File: src/rtl/uart_pkg.sv
// rtl/uart_pkg.sv - shared UART frame encodings, TX state type and frame length helper
package uart_pkg;

   localparam int PAR_NONE = 0;
   localparam int PAR_ODD  = 1;
   localparam int PAR_EVEN = 2;

   typedef enum logic [2:0] {
      IDLE  = 3'd0,
      START = 3'd1,
      DATA  = 3'd2,
      PAR   = 3'd3,
      STOP  = 3'd4
   } tx_state_t;

   function automatic int frame_bits(input int data_bits, input int parity, input int stop_bits);
      return 1 + data_bits + ((parity != PAR_NONE) ? 1 : 0) + stop_bits;
   endfunction

endpackage

File: src/rtl/uart_baud_tick.sv
// rtl/uart_baud_tick.sv - BIT_TIME-modulo bit timer with synchronous restart and one-cycle tick
module uart_baud_tick #(
   parameter int BIT_TIME = 10
) (
   input  logic clk,
   input  logic rst_n,
   input  logic restart,
   output logic tick
);

   localparam int CW = $clog2(BIT_TIME);
   localparam logic [CW-1:0] LAST = CW'(BIT_TIME - 1);

   logic [CW-1:0] count;

   assign tick = !restart && (count == LAST);

   always_ff @(posedge clk or negedge rst_n) begin
      if (!rst_n) begin
         count <= '0;
      end else if (restart || tick) begin
         count <= '0;
      end else begin
         count <= count + 1'b1;
      end
   end

endmodule

File: src/rtl/uart_tx_framed.sv
// rtl/uart_tx_framed.sv - framed UART transmitter with one-entry holding register and status outputs
module uart_tx_framed
   import uart_pkg::*;
#(
   parameter int CLOCK_FREQ = 125_000_000,
   parameter int BAUD_RATE  = 115_200,
   parameter int DATA_BITS  = 8,
   parameter int PARITY     = 0,
   parameter int STOP_BITS  = 1
) (
   input  logic                 clk,
   input  logic                 rst_n,
   input  logic [DATA_BITS-1:0] data_in,
   input  logic                 data_in_valid,
   output logic                 data_in_ready,
   output logic                 serial_out,
   output logic                 busy,
   output logic                 frame_done
);

   localparam int BIT_TIME   = CLOCK_FREQ / BAUD_RATE;
   localparam int FRAME_BITS = frame_bits(DATA_BITS, PARITY, STOP_BITS);
   localparam int CW         = $clog2(FRAME_BITS);
   localparam logic [CW-1:0] LAST_DATA = CW'(DATA_BITS);
   localparam logic [CW-1:0] LAST_BIT  = CW'(FRAME_BITS - 1);

   if (BIT_TIME < 2 || DATA_BITS < 5 || DATA_BITS > 9 || PARITY < PAR_NONE || PARITY > PAR_EVEN ||
       STOP_BITS < 1 || STOP_BITS > 2) begin : g_bad_params
      $fatal(1, "uart_tx_framed: illegal frame or baud parameters");
   end

   tx_state_t            state;
   tx_state_t            state_next;
   logic [DATA_BITS-1:0] hold_data;
   logic                 hold_valid;
   logic [DATA_BITS-1:0] shift;
   logic                 par_q;
   logic [CW-1:0]        bit_cnt;
   logic                 bit_tick;
   logic                 baud_restart;
   logic                 last_stop;
   logic                 load;
   logic                 accept;
   logic                 line_next;

   // bit_cnt indexes the frame bit: 0 = start, 1..DATA_BITS = data, then parity and stops
   assign baud_restart  = (state == IDLE);
   assign last_stop     = (state == STOP) && bit_tick && (bit_cnt == LAST_BIT);
   assign load          = hold_valid && ((state == IDLE) || last_stop);
   assign data_in_ready = ~hold_valid;
   assign accept        = data_in_valid && data_in_ready;

   uart_baud_tick #(
      .BIT_TIME (BIT_TIME)
   ) u_baud (
      .clk     (clk),
      .rst_n   (rst_n),
      .restart (baud_restart),
      .tick    (bit_tick)
   );

   always_comb begin
      state_next = state;
      case (state)
         IDLE:    if (hold_valid) state_next = START;
         START:   if (bit_tick) state_next = DATA;
         DATA:    if (bit_tick && bit_cnt == LAST_DATA) state_next = (PARITY != PAR_NONE) ? PAR : STOP;
         PAR:     if (bit_tick) state_next = STOP;
         STOP:    if (last_stop) state_next = hold_valid ? START : IDLE;
         default: state_next = IDLE;
      endcase
   end

   always_comb begin
      line_next = 1'b1;
      case (state)
         START:   line_next = 1'b0;
         DATA:    line_next = shift[0];
         PAR:     line_next = par_q;
         default: line_next = 1'b1;
      endcase
   end

   always_ff @(posedge clk or negedge rst_n) begin
      if (!rst_n) begin
         state <= IDLE;
      end else begin
         state <= state_next;
      end
   end

   always_ff @(posedge clk or negedge rst_n) begin
      if (!rst_n) begin
         hold_valid <= 1'b0;
         hold_data  <= '0;
      end else if (accept) begin
         hold_valid <= 1'b1;
         hold_data  <= data_in;
      end else if (load) begin
         hold_valid <= 1'b0;
      end
   end

   always_ff @(posedge clk or negedge rst_n) begin
      if (!rst_n) begin
         shift   <= '0;
         par_q   <= 1'b0;
         bit_cnt <= '0;
      end else if (load) begin
         shift   <= hold_data;
         par_q   <= (^hold_data) ^ (PARITY == PAR_ODD);
         bit_cnt <= '0;
      end else if (bit_tick && state != IDLE) begin
         bit_cnt <= bit_cnt + 1'b1;
         if (state == DATA) shift <= shift >> 1;
      end
   end

   // Outputs are registered one cycle behind the state so they line up with the pin
   always_ff @(posedge clk or negedge rst_n) begin
      if (!rst_n) begin
         serial_out <= 1'b1;
         frame_done <= 1'b0;
         busy       <= 1'b0;
      end else begin
         serial_out <= line_next;
         frame_done <= last_stop;
         busy       <= (state != IDLE) || hold_valid;
      end
   end

endmodule

File: config.mk
export PLATFORM = sky130hd
export DESIGN_NAME = uart_tx_framed
export DESIGN_NICKNAME = d
export VERILOG_FILES = /design/src/rtl/uart_pkg.sv /design/src/rtl/uart_baud_tick.sv /design/src/rtl/uart_tx_framed.sv
export SDC_FILE = /design/constraint.sdc
export NUM_CORES = 1
export LEC_CHECK = 0
export BUFFER_PORTS_ARGS = -buffer_cell sky130_fd_sc_hd__buf_2
export CELL_PAD_IN_SITES_DETAIL_PLACEMENT = 1
export CELL_PAD_IN_SITES_GLOBAL_PLACEMENT = 2
export CORE_MARGIN = 3
export CORE_UTILIZATION = 38
export DETAILED_ROUTE_END_ITERATION = 8
export GPL_ROUTABILITY_DRIVEN = 0
export GPL_TIMING_DRIVEN = 0
export PLACE_DENSITY = 0.74
export SYNTH_ARGS = -nofsm -noshare
export SYNTH_HDL_FRONTEND = slang
export SYNTH_SLANG_ARGS = --single-unit
File: constraint.sdc
create_clock -name clk -period 2.4 [get_ports clk]
set_clock_uncertainty 0.05 [all_clocks]
set_input_delay 0.24 -clock clk [delete_from_list [all_inputs] [get_ports clk]]
set_output_delay 0.24 -clock clk [all_outputs]
set_load 0.02 [all_outputs]
; After elaboration in Yosys (flattened, before gate mapping)
; Cells that the tools add are included.
; W data, S select, Z words.
[word_totals]
ff_bits = 39
latchBits = 0
ram_bits = 0
rom_bits = 0
input_bits = 11
output_inout_bits = 4
wordCells = 60
n_memories = 0
[classes]
add_sub_neg = 2
multipliers = 0
n_div = 0
order_cmp = 0
n_eq_ne = 12
n_shift = 0
n_mux = 16
n_bitwise = 1
n_reduce_logical = 19
[ops]
columns = op, n
row1 = $mux W8, 3
row2 = $mux W3, 5
row3 = $pmux W3 S5, 1
row4 = $add A11 B1 Y11 const B, 1
row5 = $eq A11 B11 Y1 const B, 1
row6 = $mux W11, 1
row7 = $ne A2 B2 Y1 const B, 5
row8 = $eq A4 B4 Y1 const B, 2
row9 = $mux W4, 2
row10 = $reduce_xor A8 Y1, 1
row11 = $logic_and A1 B1 Y1, 7
row12 = $eq A3 B2 Y1 const B, 2
row13 = $reduce_bool A2 Y1, 3
row14 = $reduce_and A5 Y1, 1
row15 = $add A4 B1 Y4 const B, 1
row16 = $eq A3 B1 Y1 const B, 1
row17 = $eq A3 B3 Y1 const B, 1
row18 = $logic_not A3 Y1, 1
row19 = $logic_or A1 B1 Y1, 3
row20 = $mux W1, 3
row21 = $pmux W1 S3, 1
row22 = $reduce_bool A3 Y1, 1
row23 = $reduce_and A2 Y1, 1
row24 = $logic_not A1 Y1, 1
row25 = $not A1 Y1, 1

; Depth between registers and ports, before layout
[logic_depth]
word_depth = 9
ltp_mapped = 7
mapped_depth_nobuf = 6

; By module
; A second synthesis with hierarchy kept.
[hier_totals]
cells_unflattened = 179
area_unflattened_um2 = 2000.7
[modules_own_cells]
columns = module, instances, cells_per_inst, area_per_inst_um2, seq_area_each_um2
row1 = uart_tx_framed, 1, 113, 1380.1, 701.9
row2 = uart_baud_tick, 1, 66, 620.6, 275.3

; Least setup slack after synthesis
; OpenSTA, ideal clock, no wires.
[synth_path]
kind = register to register
start = register u_baud.count[6]
end = register par_q
setup_ps = 125
t_arrival_ps = 2005
required_time_ps = 2225
setup_slack_ps = 220
path_stages_with_launch = 6
n_path_buf = 1
period_less_slack_ps = 2180
path_cell_list = dfrtp_1 or4b_4 or3_1 buf_6 o21ai_2 mux2_2
[synth_between]
elab_chain_cells = 6
[synth_lines]
columns = item, line_no
row1 = "start, declared", uart_baud_tick.sv:14  ; logic [CW-1:0] count;
row2 = "start signal, assigned", uart_baud_tick.sv:24  ; count <= count + 1'b1;
row3 = $eq A11 B11 Y1, uart_baud_tick.sv:16  ; assign tick = !restart && (count == LAST);
row4 = $logic_and A1 B1 Y1, uart_baud_tick.sv:16
row5 = $logic_and A1 B1 Y1 (2 in a row), uart_tx_framed.sv:48  ; assign last_stop = (state == STOP) && bit_tick && (bit_cnt == LAST_BIT);
row6 = $logic_or A1 B1 Y1, uart_tx_framed.sv:49  ; assign load = hold_valid && ((state == IDLE) || last_stop);
row7 = $logic_and A1 B1 Y1, uart_tx_framed.sv:49
row8 = "end signal, assigned", uart_tx_framed.sv:111  ; par_q <= (^hold_data) ^ (PARITY == PAR_ODD);
row9 = "end, declared", uart_tx_framed.sv:37  ; logic par_q;
; No other way between the ends.
; A chain may end at the register's enable or synchronous reset.

; Final worst setup path
; Same ends and word-level chain as after synthesis.

==> impl_metrics.env <==
export IMPL_worstHoldPathType="in2async"
export IMPL_drt_iter0_drc=84
export IMPL_dr_wl_met2_mm=2.095
export IMPL_area_growth_pct=12.25
export IMPL_clock_sinks=39
export IMPL_rrSetupSlack_ns=0.08
export IMPL_core_sq_mm=0.004942
export IMPL_die_h_um=78.97
export IMPL_maxSlewViolCount=0
export IMPL_fin_setup_tns_ns=0
export IMPL_postCtsSetupRepairBufs=0
export IMPL_synth_flop_cell="dfrtp_1"
export IMPL_crit_start="u_baud.count[6]"
export IMPL_drtAntennaViolNets=0
export IMPL_highest_layer="met4"
export IMPL_grt_max_degree=40
export IMPL_synthArstFlopShare_pct=100.0
export IMPL_rr_worst_depth=5
export IMPL_vias=1543
export IMPL_fp_dieW_um=78.97
export IMPL_synth_seq_area_share_pct=48.30
export IMPL_yosys_warnings=0
export IMPL_io_buffers=14
export IMPL_endpoint_kind="flip-flop"
export IMPL_avgViaCountPerCell=5.395
export IMPL_fmax_mhz=431.3
export IMPL_syn_area_sq_mm=0.002023
export IMPL_avgSynthCellArea_sq_um=10.17
export IMPL_synth_edf_count=0
export IMPL_worstMarginPinSlew_ns=0.8610
export IMPL_r2r_end="par_q"
export IMPL_powerDensity_mw_per_mm2=967.6
export IMPL_synth_seq_cells=39
export IMPL_start_util_pct=40.94
export IMPL_met1_length_mm=2.173
export IMPL_met3_length_um=130
export IMPL_wl_mm=4.424
export IMPL_setup_viol=0
export IMPL_drt_first_pass_iters=4
export IMPL_antenna_found_initial=0
export IMPL_worstPathMaxFanout=10
export IMPL_layout_nets=234
export IMPL_final_hold_viol_count=0
export IMPL_top_level_ports=15
export IMPL_synth_cell_types=42
export IMPL_yosysMostFrequentCell="dfrtp_1"
export IMPL_h_tree_depth=2
export IMPL_synth_top_area_cell="dfrtp_1"
export IMPL_cts_max_path_buffers=2
export IMPL_hold_buffers=0
export IMPL_synth_top_cell_area_share_pct=47.00
export IMPL_irDropWorstVdd_v=0.0003673
export IMPL_drcViolationCount=0
export IMPL_ys_top_cells_by_count="dfrtp_1, nor2_1, a21oi_1, inv_1"
export IMPL_dp_hpwl_mm=3.258
export IMPL_track_usage_pct=15.77
export IMPL_max_slew_margin_pct=42.60
export IMPL_post_route_util_pct=45.95
export IMPL_n_antenna_cell=0
export IMPL_worstSetupPathType="reg2reg"
export IMPL_routedWlPerCell_um=15.47
export IMPL_grt_overflow=0
export IMPL_cts_inserted_buffers=5
export IMPL_synth_area_leaders="dfrtp_1, mux2_2, xnor2_1"
export IMPL_syn_nets=215
export IMPL_num_rows=25
export IMPL_cts_tree="yes"
export IMPL_fill_cells=588
export IMPL_arrival_ns=2.44
export IMPL_worstPathRequired_ns=2.52
export IMPL_drive_gt1_share_pct=20.55
export IMPL_status="complete, no violations"
export IMPL_power_leakage_nw=0.9282
export IMPL_syn_inst=199
export IMPL_cts_clk_slew_worst_paths_ns=0.08
export IMPL_die_area_sq_mm=0.006235
export IMPL_clkLatencyLatePin_ns=0.29
export IMPL_cts_root_buf="clkbuf_8"
export IMPL_drv_cap=0
export IMPL_grt_pass1_vias=1601
export IMPL_final_min_clock_period_ns=2.318
export IMPL_period_share_pct=96.60
export IMPL_grt_pass1_wl_mm=7.748
export IMPL_rsz0062_at_grt="no"
export IMPL_r2r_start="u_baud.count[6]"
export IMPL_cp_start_kind="flip-flop"
==> worst max path at each step <==
stage	end	cells after the start
floorplan	par_q	5
global placement	par_q	5
detailed placement	par_q	5
CTS	par_q	5
global route	par_q	5
finish	par_q	5
==> flip-flops by register name (all words and copies together), names as in the netlist <==
register      cells
u_baud.count     11
hold_data         8
shift             8
bit_cnt           4
state             3
busy              1
frame_done        1
hold_valid        1
par_q             1
serial_out        1
==> through the flow <==
stage                     worst slack, ns  power, mW  hold WS [ns]  instances  cell area [sq um]
after floorplan                    0.2200      1.593       -0.1056        199               2023
after global placement            0.03518      1.745        0.3420        280               2177
after detailed placement          0.02966      1.788        0.3571        280               2177
after CTS                        0.002265      2.225       0.03368        288               2258
after global routing              0.01679      2.380       0.07477        286               2271
final                             0.08151      2.197      0.007889        286               2271
==> logic make-up (layout without fill, tap and decap cells) <==
family | after synthesis | count (layout) | synth area share (%)
compound gates | 34 | 34 | 12.62
xor+xnor | 16 | 16 | 6.926
fa+ha+maj | 5 | 5 | 3.092
buf+inv | 21 | 41 | 4.267
flops | 39 | 39 | 48.30
mux | 10 | 10 | 5.442
simple gates | 74 | 74 | 19.36
==> worst max-delay path, stage by stage (launching register included) <==
cell     delay (ns)
dfrtp_1        0.42
or4b_4         0.60
or3_1          0.34
buf_6          0.16
o21ai_4        0.26
mux2_2         0.37
==> layout make-up <==
class / count / area (sq um) / area share, %
well taps: 67 / 83.83 / 3.691
repair buffers: 14 / 70.07 / 3.085
plain buffers: 8 / 37.54 / 1.653
clock buffers: 7 / 76.32 / 3.361
flip-flops and latches: 39 / 977.2 / 43.03
inverters: 11 / 41.29 / 1.818
multi-input cells: 139 / 979.7 / 43.14
clock inverters: 1 / 5.005 / 0.2204
==> cells in the final DEF, fill, tap and decap left out, drive strengths merged, types with 3 or more instances in the layout <==
master,instances
mux2,8
nor3,11
a21oi,13
dfrtp,38
xor2,6
o21ai,3
clkbuf,14
nor2,22
nand2b,8
ha,5
o221a,7
buf,15
and3,3
inv,11
nand3,7
xnor2,10
nand2,8
==> report_power, final <==
part	switching, mW	internal (mW)
Combinational	0.340	0.385
Sequential	0.184	0.861
Clock	0.223	0.204
==> repair_timing <==
item,in CTS,in global routing
endpoints found under the setup margin,0,8
hold endpoints to repair,0,0
gates resized for setup,0,3
==> routing by layer <==
layer,track usage (%),vias up
met5,0,-
li1,-,740
met3,4.082,2
met4,5.842,0
met1,20.98,777
met2,24.66,24
No activity file was read; power rests on OpenSTA's default activity.
